$ cat src/rtl/regread_arbiter_pkg.sv
// Shared constants and state encoding for the register-read arbiter.
// Imported by the arbiter top and its round-robin grant sub-module.
package regread_arbiter_pkg;

    localparam int unsigned REG_ADDR_W = 5;
    localparam int unsigned NREQ       = 4;
    localparam int unsigned GNT_IDX_W  = 2;

    typedef enum logic {
        EMPTY = 1'b0,
        FULL  = 1'b1
    } state_e;

endpackage

$ cat src/rtl/regread_arbiter_rr_arbiter4.sv
// Four-way round-robin grant: searches upward from last+1 (mod 4) and returns
// a one-hot grant plus its encoded index. No grant when en is low.
module rr_arbiter4
    import regread_arbiter_pkg::*;
(
    input  logic [3:0]           valid,
    input  logic [GNT_IDX_W-1:0] last,
    input  logic                 en,
    output logic [3:0]           gnt,
    output logic [GNT_IDX_W-1:0] idx
);

    logic [GNT_IDX_W-1:0] w_cand;

    // Walk candidates from lowest priority to highest so the nearest one wins.
    always_comb begin
        gnt    = '0;
        idx    = '0;
        w_cand = '0;
        for (int k = 3; k >= 0; k--) begin
            w_cand = last + GNT_IDX_W'(k + 1);
            if (en && valid[w_cand]) begin
                gnt = 4'b0001 << w_cand;
                idx = w_cand;
            end
        end
    end

endmodule

$ cat src/rtl/regread_arbiter.sv
// Arbitrates four requesters onto one external register read mux and holds a
// single registered response per owner; sustains one read per cycle.
module regread_arbiter #(
    parameter int unsigned N    = 32,
    parameter int unsigned NREQ = 4
) (
    input  logic                                         clk,
    input  logic                                         rst_n,
    input  logic [NREQ-1:0]                              req_valid,
    input  logic [regread_arbiter_pkg::REG_ADDR_W*NREQ-1:0] req_addr,
    output logic [NREQ-1:0]                              req_ready,
    output logic [regread_arbiter_pkg::REG_ADDR_W-1:0]   mux_sl,
    input  logic [N-1:0]                                 mux_out,
    output logic [NREQ-1:0]                              rsp_valid,
    input  logic [NREQ-1:0]                              rsp_ready,
    output logic [N-1:0]                                 rsp_data
);

    import regread_arbiter_pkg::*;

    state_e               r_state;
    logic [NREQ-1:0]      r_rsp_valid;
    logic [N-1:0]         r_rsp_data;
    logic [GNT_IDX_W-1:0] r_last;

    logic                  w_accept;
    logic                  w_en;
    logic                  w_xfer;
    logic [NREQ-1:0]       w_gnt;
    logic [GNT_IDX_W-1:0]  w_idx;
    logic [REG_ADDR_W-1:0] w_sel;

    // Only the owner's rsp_ready bit can accept; other bits are masked out.
    assign w_accept = (r_state == FULL) && |(r_rsp_valid & rsp_ready);
    assign w_en     = rst_n && ((r_state == EMPTY) || w_accept);
    assign w_xfer   = |w_gnt;

    rr_arbiter4 u_rr (
        .valid (req_valid),
        .last  (r_last),
        .en    (w_en),
        .gnt   (w_gnt),
        .idx   (w_idx)
    );

    always_comb begin
        w_sel = '0;
        for (int i = 0; i < NREQ; i++) begin
            if (w_gnt[i]) begin
                w_sel = req_addr[i*REG_ADDR_W +: REG_ADDR_W];
            end
        end
    end

    always_ff @(posedge clk) begin
        if (!rst_n) begin
            r_state     <= EMPTY;
            r_rsp_valid <= '0;
            r_rsp_data  <= '0;
            r_last      <= GNT_IDX_W'(NREQ - 1);
        end else if (w_xfer) begin
            // Register x0 is hardwired zero regardless of what the mux returns.
            r_state     <= FULL;
            r_rsp_valid <= w_gnt;
            r_rsp_data  <= (w_sel == '0) ? '0 : mux_out;
            r_last      <= w_idx;
        end else if (w_accept) begin
            r_state     <= EMPTY;
            r_rsp_valid <= '0;
        end
    end

    assign req_ready = w_gnt;
    assign mux_sl    = w_sel;
    assign rsp_valid = r_rsp_valid;
    assign rsp_data  = r_rsp_data;

endmodule

$ cat config.mk
export PLATFORM = sky130hd
export DESIGN_NAME = regread_arbiter
export DESIGN_NICKNAME = d
export VERILOG_FILES = /design/src/rtl/regread_arbiter_pkg.sv /design/src/rtl/regread_arbiter_rr_arbiter4.sv /design/src/rtl/regread_arbiter.sv
export SDC_FILE = /design/constraint.sdc
export NUM_CORES = 1
export LEC_CHECK = 0
export ABC_CLOCK_PERIOD_IN_PS = 6070
export CAP_MARGIN = 0
export CORE_ASPECT_RATIO = 0.75
export CORE_UTILIZATION = 40
export CTS_CLUSTER_DIAMETER = 40
export CTS_CLUSTER_SIZE = 12
export DETAILED_ROUTE_END_ITERATION = 8
export GPL_ROUTABILITY_DRIVEN = 1
export PLACE_DENSITY = 0.79
export SLEW_MARGIN = 10
export SYNTH_ARGS = -nofsm -noshare
export SYNTH_HDL_FRONTEND = slang
export SYNTH_HIERARCHICAL = 1
export SYNTH_SLANG_ARGS = --single-unit
$ cat constraint.sdc
create_clock -name clk -period 6.07 [get_ports clk]
set_input_delay 0.9105 -clock clk [delete_from_list [all_inputs] [get_ports clk]]
set_output_delay 0.9105 -clock clk [all_outputs]
set_load 0.02 [all_outputs]
==> flow_summary.ini <==
[placed_design]
dp_cells = 428
hpwlAfterDp_mm = 4.31
postPlaceCellArea_um2 = 3310
dp_slack_ns = 0.857
gp_congestion = 0.908
io_buffer_count = 106

[setup_path]
critPathRequiredTime_ns = 5.16
r2r-end = rsp_data[19]$_SDFFE_PN0N_
cpPeakStageDelay_ns = 0.67
crit_start = rsp_ready[0]
crit_top_cell = clkdlybuf4s50_1
slowest_stage = clkdlybuf4s50_1
crit_fanout = 12
path_buf_inv = 2
cp_top_family = simple AND/OR/NAND/NOR gates
worstSetupPathType = in -> out
crit_chain = clkdlybuf4s50_1 -> a22oi_1 -> nand3_1 -> and2_1 -> nand2b_1 -> o22a_1 -> a21boi_1 -> a31oi_1 -> or2_1 -> a221oi_2 -> nor2_1 -> clkdlybuf4s50_1
reg2reg_slack_ns = 1.77
cp.arrival_ns = 4.31
startpoint_type = primary input
ff2ff_path_depth = 12
rr_startpoint = r_last[0]$_SDFFE_PN1N_
end_kind = primary output

[routing]
viasPerCell = 5.04
first_iter_violations = 85
drc = 0
final_antenna_net_count = 0
firstDrtPassIters = 4
wl_per_cell_um = 13.4
wirelength_mm = 5.86
num_vias = 2196

[clock_tree]
cts_tree = built
cts.sinks = 39
hold_buffers = 0
clk_latency_ns = 0.28
clock_path_buffers = 2
numCtsBuffers = 5
root_buffer = clkbuf_8
clk_pin_slew_worst_paths_ns = 0.08
cts_max_level = 2
cts_setup_buffers = 0
cts_resized = 0

[synthesis]
syn-instance-count = 259
synthesis.nets = 325
synthArstFlopShare_pct = 0
synth_flop_cell = dfxtp_1
synth_enable_flop_cells = 0
synth-seq-cells = 39
yosysSeqAreaShare_pct = 35.2
avgSynthCellArea_um2 = 8.57
ys.warnings.count = 6
synth_area_um2 = 2220
yosys.cell_types.count = 47

[global_route]
antenna_found_initial = 0
met2_usage_pct = 32.2
grt_pass1_wl_mm = 9.11
grt_max_degree = 36
grt_use_met1_pct = 25.8
grt.busiest_layer = met2
grt.overflow.total = 0
grt_pass1_vias = 1972
track_usage_pct = 19.9
grtUsageMet3_pct = 5.20

[layout]
fin_area_um2 = 3420
nets = 426
syn_to_final_growth_pct = 54.1
stdcell_count = 436
drive_gt1_share_pct = 16.6
fill_cells = 476
diodes = 0

[die]
design.core.area_um2 = 5350
ios = 107
row_count = 23
die_w_um = 88.0
die-area_um2 = 5850
initial_core_util_pct = 41.4
fp.dieH_um = 66.5

[min_path]
hold_depth = 2
min_to = rsp_data[19]$_SDFFE_PN0N_
hp-start = rsp_data[19]$_SDFFE_PN0N_
hold_path.class = reg -> reg

[power_and_ir_drop]
powerDensity_nw_per_um2 = 676
leakage_uw = 0.00126
vdd_drop_max_mv = 0.316

[timing]
tns_ns = 0
slew_headroom_pct = 57.4
fin_worst_skew_ns = 0.00418
fin_ws_ns = 0.848
hold_viol = 0
setup_viol_count_final = 0
finalCriticalPeriod_ns = 5.22
fin_crit_sh_pct = 86.0
rsz0062_at_grt = no
timing.final.max_slew_violations = 0
fin_hold_ws_ns = 0.453
clock.fmax_ghz = 0.192
tightest_slew_ns = 0.639

[job]
maxCapViolCount = 0

[run_status]
status = complete, no violations
[worst max path at each step]
stage / to / slack, ns / depth (start not counted)
final: mux_sl[2] / 0.85 / 12
after global routing: mux_sl[2] / 0.53 / 12
after CTS: mux_sl[2] / 0.85 / 12
after detailed placement: mux_sl[2] / 0.86 / 12
after global placement: mux_sl[0] / 1.02 / 12
after floorplan: mux_sl[2] / 1.76 / 11
[cell type report]
class	instances	area (um2)	area share, %
flip-flops and latches	39	781	22.8
repair buffers	111	1100	32.1
inverters	3	11.3	0.329
multi-input cells	200	1320	38.7
clock inverters	3	43.8	1.28
well taps	75	93.8	2.75
clock buffers	5	68.8	2.01
[cell usage after synthesis, types with 2 or more instances]
| cell | n | area (um2) |
|---|---|---|
| nand2_1 | 76 | 285 |
| dfxtp_1 | 39 | 781 |
| a21oi_2 | 30 | 263 |
| nor2_1 | 9 | 33.8 |
| a21oi_1 | 7 | 35.0 |
| clkbuf_1 | 7 | 26.3 |
| o22ai_1 | 7 | 43.8 |
| mux2i_1 | 6 | 60.1 |
| nor2b_1 | 6 | 37.5 |
| buf_6 | 5 | 56.3 |
| o211ai_1 | 5 | 37.5 |
| buf_2 | 4 | 20.0 |
| ha_1 | 4 | 50.1 |
| nand3_1 | 4 | 20.0 |
| a211oi_2 | 3 | 37.5 |
| a221oi_2 | 3 | 45.0 |
| inv_1 | 3 | 11.3 |
| nand2b_1 | 3 | 18.8 |
| a21boi_1 | 2 | 15.0 |
| a22oi_1 | 2 | 15.0 |
| a31oi_1 | 2 | 12.5 |
| a41oi_2 | 2 | 32.5 |
| and2_1 | 2 | 12.5 |
| mux4_2 | 2 | 45.0 |
| nand3b_1 | 2 | 15.0 |
| o21ai_0 | 2 | 10.0 |
| or3b_1 | 2 | 17.5 |
[logic make-up after synthesis]
kind of cell	share of synthesized area [%]
and+or+nand+nor	23.2
AOI/OAI and AO/OA	28.1
DFF	35.2
buffers and inverters	5.47
muxes	5.75
adders and majority gates	2.26
[power by group]
part,internal [uW],leakage (uW),switching [uW]
Sequential,352,0.000322,70.9
Clock,122,0.0000581,92.7
Combinational,678,0.000882,995
Total,1150,0.00126,1160
[cell usage in the layout, fill, tap and decap left out, types with 2 or more instances in the layout]
master	n
a211oi_2	3
a21boi_1	2
a21oi_1	7
a21oi_2	30
a221oi_2	3
a22oi_1	2
a31oi_1	2
a41oi_2	2
and2_1	2
buf_4	5
clkbuf_8	5
clkdlybuf4s50_1	106
dfxtp_1	39
ha_1	4
inv_1	3
mux2i_1	6
mux4_2	2
nand2_1	76
nand2b_1	3
nand3_1	4
nand3b_1	2
nor2_1	9
nor2b_1	6
o211ai_1	5
o21ai_0	2
o22ai_1	7
or3b_1	2
[worst min-delay path, stage by stage, from the launching register on]
cell     delay [ns]
dfxtp_1        0.31
nand2_1        0.05
a21oi_1        0.05
[per-stage QoR]
step | power [uW] | util, %
2_1_floorplan | 1610 | -
3_3_place_gp | 2090 | 61.8
3_5_place_dp | 2110 | 61.8
4_1_cts | 2340 | 63.9
5_1_grt | 2510 | 63.9
6_report | 2310 | 63.9
[per-layer routing]
metal / part of all wire (%) / wire length [um]
met1: 45 / 2630
met3: 8.7 / 510
met2: 45 / 2650
met4: 1.3 / 75
met5: 0 / 0
[state kept, by name (all words and copies together) (netlist names)]
register,count
r_last,2
r_state,1
rsp_data,32
rsp_valid,4
Note: power is estimated with default switching activity, not from simulation.
